## src/rtl/riscv_pkg.sv

```systemverilog
// Shared RISC-V core definitions: widths, NOP encoding, fetch FSM states.
// HALT is reachable only when FETCH_ALIGN_CHECK_EN is defined.
package riscv_pkg;

  localparam int          XLEN     = 32;
  localparam logic [31:0] NOP      = 32'h0000_0013;
  localparam logic [31:0] PC_RESET = 32'h0000_0000;

  typedef enum logic [1:0] {
    REQ      = 2'd0,
    ESPERA   = 2'd1,
    DESCARTA = 2'd2,
    HALT     = 2'd3
  } fetch_state_t;

endpackage

```

## src/rtl/busca_instrucao_if.sv

```systemverilog
// Instruction memory bus between fetch (master) and memory (slave).
// One request pulse, one later ack strobe carrying the word.
interface busca_instrucao_if #(
  parameter int XLEN = riscv_pkg::XLEN
);

  logic            mem_req;
  logic [XLEN-1:0] mem_addr;
  logic            mem_ack;
  logic [31:0]     mem_rdata;

  modport master (
    output mem_req,
    output mem_addr,
    input  mem_ack,
    input  mem_rdata
  );

  modport slave (
    input  mem_req,
    input  mem_addr,
    output mem_ack,
    output mem_rdata
  );

endinterface

```

## src/rtl/busca_instrucao.sv

```systemverilog
// Fetch stage: PC, single-outstanding memory request, one-entry output buffer.
// FETCH_ALIGN_CHECK_EN adds erro_alinh and halts on misaligned redirects.
module busca_instrucao #(
  parameter int              XLEN     = riscv_pkg::XLEN,
  parameter logic [XLEN-1:0] PC_RESET = riscv_pkg::PC_RESET
) (
  input  logic                clk,
  input  logic                rst,
`ifdef FETCH_ALIGN_CHECK_EN
  output logic                erro_alinh,
`endif
  busca_instrucao_if.master   mem,
  input  logic                redir_valid,
  input  logic [XLEN-1:0]     redir_pc,
  output logic                instr_valid,
  input  logic                instr_ready,
  output logic [31:0]         instrucao,
  output logic [XLEN-1:0]     instr_pc
);

  import riscv_pkg::*;

  fetch_state_t    state;
  fetch_state_t    state_n;
  logic [XLEN-1:0] pc;
  logic [XLEN-1:0] pc_n;
  logic [XLEN-1:0] req_pc;
  logic            free;
  logic            redir;
  logic            bad;
  logic            req;
  logic            load;

  assign mem.mem_req  = req && !rst;
  assign mem.mem_addr = pc;

  always_comb begin
    free    = !instr_valid || instr_ready;
    redir   = redir_valid && (state != HALT);
`ifdef FETCH_ALIGN_CHECK_EN
    bad     = redir && (redir_pc[1:0] != 2'b00);
`else
    bad     = 1'b0;
`endif
    state_n = state;
    pc_n    = pc;
    req     = 1'b0;
    load    = 1'b0;
    if (redir) begin
      pc_n = redir_pc & ~{{(XLEN-2){1'b0}}, 2'b11};
      unique case (state)
        ESPERA,
        DESCARTA: state_n = mem.mem_ack ? REQ : DESCARTA;
        default:  state_n = state;
      endcase
      if (bad)
        state_n = HALT;
    end else begin
      unique case (state)
        REQ: begin
          if (free) begin
            req     = 1'b1;
            pc_n    = pc + XLEN'(4);
            state_n = ESPERA;
          end
        end
        ESPERA: begin
          if (mem.mem_ack) begin
            load    = 1'b1;
            state_n = REQ;
          end
        end
        DESCARTA: begin
          if (mem.mem_ack)
            state_n = REQ;
        end
        HALT: state_n = HALT;
      endcase
    end
  end

  always_ff @(posedge clk) begin
    if (rst) begin
      pc          <= PC_RESET;
      state       <= REQ;
      req_pc      <= '0;
      instr_valid <= 1'b0;
      instrucao   <= NOP;
      instr_pc    <= '0;
    end else begin
      pc    <= pc_n;
      state <= state_n;
      if (req)
        req_pc <= pc;
      // a redirect flushes the buffer even if decode is ready
      if (redir) begin
        instr_valid <= 1'b0;
      end else if (load) begin
        instr_valid <= 1'b1;
        instrucao   <= mem.mem_rdata;
        instr_pc    <= req_pc;
      end else if (instr_valid && instr_ready) begin
        instr_valid <= 1'b0;
      end
    end
  end

`ifdef FETCH_ALIGN_CHECK_EN
  always_ff @(posedge clk) begin
    if (rst)
      erro_alinh <= 1'b0;
    else if (bad)
      erro_alinh <= 1'b1;
  end
`endif

endmodule

```

## src/flat_wrapper.sv

```systemverilog
// flat-port wrapper written by rule: the top's interface ports become plain ports
module busca_instrucao_flat import riscv_pkg::*;
#(
  parameter int              XLEN     = riscv_pkg::XLEN,
  parameter logic [XLEN-1:0] PC_RESET = riscv_pkg::PC_RESET
)
  (clk, rst, redir_valid, redir_pc, instr_valid, instr_ready, instrucao, instr_pc, mem_mem_req, mem_mem_addr, mem_mem_ack, mem_mem_rdata);
  busca_instrucao_if #(.XLEN(XLEN)) mem_i ();
  input  logic clk;
  input  logic rst;
  input  logic redir_valid;
  input  logic [XLEN-1:0] redir_pc;
  output logic instr_valid;
  input  logic instr_ready;
  output logic [31:0] instrucao;
  output logic [XLEN-1:0] instr_pc;
  output wire logic [$bits(mem_i.mem_req)-1:0] mem_mem_req;
  output wire logic [$bits(mem_i.mem_addr)-1:0] mem_mem_addr;
  input wire logic [$bits(mem_i.mem_ack)-1:0] mem_mem_ack;
  input wire logic [$bits(mem_i.mem_rdata)-1:0] mem_mem_rdata;
  assign mem_mem_req = mem_i.mem_req;
  assign mem_mem_addr = mem_i.mem_addr;
  assign mem_i.mem_ack = mem_mem_ack;
  assign mem_i.mem_rdata = mem_mem_rdata;
  busca_instrucao #(.XLEN(XLEN), .PC_RESET(PC_RESET)) u_core (.clk(clk), .rst(rst), .mem(mem_i), .redir_valid(redir_valid), .redir_pc(redir_pc), .instr_valid(instr_valid), .instr_ready(instr_ready), .instrucao(instrucao), .instr_pc(instr_pc));
endmodule
```

## config.mk

```make
export PLATFORM = sky130hd
export DESIGN_NAME = busca_instrucao_flat
export DESIGN_NICKNAME = d
export VERILOG_FILES = /design/src/rtl/riscv_pkg.sv /design/src/rtl/busca_instrucao_if.sv /design/src/rtl/busca_instrucao.sv /design/src/flat_wrapper.sv
export SDC_FILE = /design/constraint.sdc
export NUM_CORES = 1
export LEC_CHECK = 0
export CAP_MARGIN = 25
export CORE_UTILIZATION = 36
export CTS_BUF_LIST = sky130_fd_sc_hd__clkbuf_4
export DETAILED_ROUTE_END_ITERATION = 10
export GPL_TIMING_DRIVEN = 0
export PLACE_DENSITY_LB_ADDON = 0.05
export SLEW_MARGIN = 25
export SYNTH_ARGS = -nofsm -noshare
export SYNTH_HDL_FRONTEND = slang
export SYNTH_SLANG_ARGS = --single-unit
```

## constraint.sdc

```tcl
create_clock -name clk -period 2.5 [get_ports clk]
set_clock_uncertainty 0.05 [all_clocks]
set_input_delay 0.25 -clock clk [delete_from_list [all_inputs] [get_ports clk]]
set_output_delay 0.25 -clock clk [all_outputs]
set_load 0.01 [all_outputs]
```

==> impl_results.md <==
* Routed WL per cell at 14.77 um
* RSZ-0062 raised after global routing: false
* Crit Path Max Fanout at 6
* CTS tree: built
* Area Growth Syn to Fin at 42.20%
* Fill cell count at ~1400
* Net Sw Power at 1.165 mW
* HP Class: primary input to flip-flop
* H-tree depth at 4
* Post-synthesis cell type count at 39
* Worst hold margin at 0.2090 ns
* Post-synth top cells: nand2_1 (194), dfxtp_1 (125), a21oi_1 (94), clkbuf_1 (40), nor2_1 (36)
* Setup crit end kind: output port
* Post-DRT Antenna Nets at 0
* Clock share of power at 34.0%
* Leak at 2.472 nW
* Worst vdd ir at around 0.27 mV
* Initial DRC Count at 239
* Reg area at 2507 um2
* Cells after Synth at between 600 and 700
* Final WL at 15010 um
* Outcome: finished clean
* Final Hold Fails at 0
* Pwr/cell area at 587.5 nW/um2
* Post-synth top area cell: dfxtp_1
* Setup CP Type: flip-flop to output port
* Buffers added on ports at 160
* Reg power frac at 51.2%
* Synthesized cell area at ~5100 um2
* Power share of the combinational group at 14.8%
* Slew headroom at 50.70%
* Max cap viols at 0
* Multi-input logic area at 2409 um2
* Max frequency at 433.2 MHz
* Total CTS buffers at 17
* Yosys top cell area share at about half
* Synth Flop Type: dfxtp_1
* Worst-Skew Late Latency at 0.53 ns
* Yosys warning count at 0
* Worst-margin pin slew at 0.7367 ns
* Detailed placement HPWL at 11320 um
* GRT Total Usage at 21.36%
* DRT Pass-1 Iters at 4
* Largest cells by area after synthesis: dfxtp_1 (49%), nand2_1 (14%), a21oi_1 (9.2%)
* Critical path launch point type: flip-flop
* Fin cells at 1016
* Max clock buf depth at 2
* DRC at 0
* Fin crit share at 92.34%
* Nets at roughly 900
* Root buf cell: clkbuf_4
* Number of core rows at 43
* Starting density of the core at 36.88%
* Final setup violating endpoints at 0
* Cell with the most instances after synthesis: nand2_1
* First-pass GRT wire length at 24140 um
* Register bit total from synthesis at 125
* Required time worst endpoint at 2.20 ns
* P_int at around 3.1 mW
* Sink Count at 125
* Avg Inst Size Synth at 7.944 um2
* Vias in the first global route at 4851
* Max-slew violation count at 0
* Die H at 121.0 um
* Post-route minimum period at 2.308 ns
* Placer Congestion at around 0.87
* Final Core Density at 52.45%
* Largest net degree at the start of global routing at 17
* Hold-fix buffers at CTS at 0
* Clock Pin Slew Worst Setup and Hold Paths at 0.11 ns
* Vias at between 5000 and 6000
* Antenna fix cells at 0
* Switching share of power at 27.35%
* GRT Residual Overflow at 0
* Seq/Total Area, Yosys at 49.07%
* Layout cells sized above 1 at 6.340%
* Initial antenna violation count at 0
* Core ar. at 13830 um2
* Worst EP arrival at 2.01 ns
* Async S/R FF share, synth at 0%
* Number of placed I/O pins at between 150 and 200
* Die width at between 100 and 150 um
* Die area at 14650 um2
* Placed cells at 985
* Setup TNS at 0 ns
* Via-per-instance ratio at roughly 4.9
* EDFF count, synth at 0
final timing paths:
check | start | to | slack [ns] | depth (start not counted)
worst max register to register | u_core.state[0] | u_core.mem.mem_addr[21] | 0.24 | 7
worst min register to register | u_core.req_pc[30] | u_core.instr_pc[30] | 0.41 | 2
worst max-delay path | u_core.state[0] | mem_mem_req | 0.19 | 6
worst min-delay path | mem_mem_rdata[19] | u_core.instrucao[19] | 0.21 | 3
metal layers:
| layer | track usage [%] | vias to the layer above | wire, um |
|---|---|---|---|
| li1 | - | 2516 | - |
| met1 | 27.25 | 2304 | 6783 |
| met4 | 8.719 | 0 | 291 |
| met3 | 5.451 | 24 | 963 |
| met5 | 0 | - | 0 |
| met2 | 34.21 | 177 | 6967 |
area by class of cell:
| cell class | instances | share of cell area (%) |
|---|---|---|
| flip-flops and latches | 125 | 34.58 |
| multi-input cells | 465 | 33.21 |
| repair buffers | 160 | 22.07 |
| well taps | 180 | 3.106 |
| plain buffers | 47 | 2.657 |
| clock inverters | 13 | 2.053 |
| clock buffers | 19 | 1.967 |
| inverters | 7 | 0.3623 |
cells by family (layout without fill, tap and decap cells):
kind of cell	Yosys count	after routing	synth area share, %
fa+ha+maj	4	4	0.9814
xor+xnor	26	26	4.465
simple gates	299	299	26.30
compound gates	132	132	14.74
flops	125	125	49.07
buf+inv	55	246	4.367
other cells	1	4	0.07353
worst max-delay path, cell delays in order (launching register included):
cell	delay, ns
dfxtp_4	0.37
inv_1	0.09
ha_4	0.18
nand2_2	0.12
or3_4	0.40
inv_1	0.07
dlygate4sd2_1	0.26
stage by stage:
step           area (um2)  setup slack, ns  power, mW
5_1_grt              7252          0.03864      4.473
4_1_cts              7252           0.1383      4.316
6_report             7252           0.1915      4.261
3_3_place_gp         6938         0.007392      2.841
3_5_place_dp         6938         -0.02251      2.850
2_1_floorplan        5111           0.5703      2.502
placed cells by master (no fill, tap or decap), types with 3 or more instances in the layout:
cell type	Yosys	layout
xor2_1	18	18
conb_1	1	4
a21oi_1	94	94
nand2_1	194	193
nand3b_1	4	4
clkbuf_1	40	39
or3_1	4	3
nor2_1	36	36
inv_1	7	6
clkinv_2	0	6
a311oi_1	3	3
and3_1	11	11
clkdlybuf4s50_1	0	159
nand3_1	8	8
and2_1	5	5
buf_1	3	3
nor2b_1	4	4
clkbuf_4	0	19
a211oi_1	24	24
nor4_2	4	4
dfxtp_1	125	123
nand4_1	15	15
o21ai_0	4	4
bufinv_16	0	3
xnor2_1	8	8
buf_4	4	4
power by group through the flow:
stage,Clock [mW],Combinational [mW],Sequential [mW]
detailed placement,0,0.623,2.23
global placement,0,0.615,2.23
finish,1.45,0.630,2.18
global route,1.58,0.698,2.20
CTS,1.50,0.635,2.18
floorplan,0,0.282,2.22
sequential cells by signal, summed over array words and instances, names as in the netlist:
| name | cells |
|---|---|
| u_core.instrucao | 32 |
| u_core.instr_pc | 30 |
| u_core.mem.mem_addr | 30 |
| u_core.req_pc | 30 |
| u_core.state | 2 |
| u_core.instr_valid | 1 |
what timing repair did:
item	4_1_cts	5_1_grt
resized for setup	10	0
setup endpoints to repair	1	0
setup buffers	0	0
Note: power is estimated with default switching activity, not from simulation.
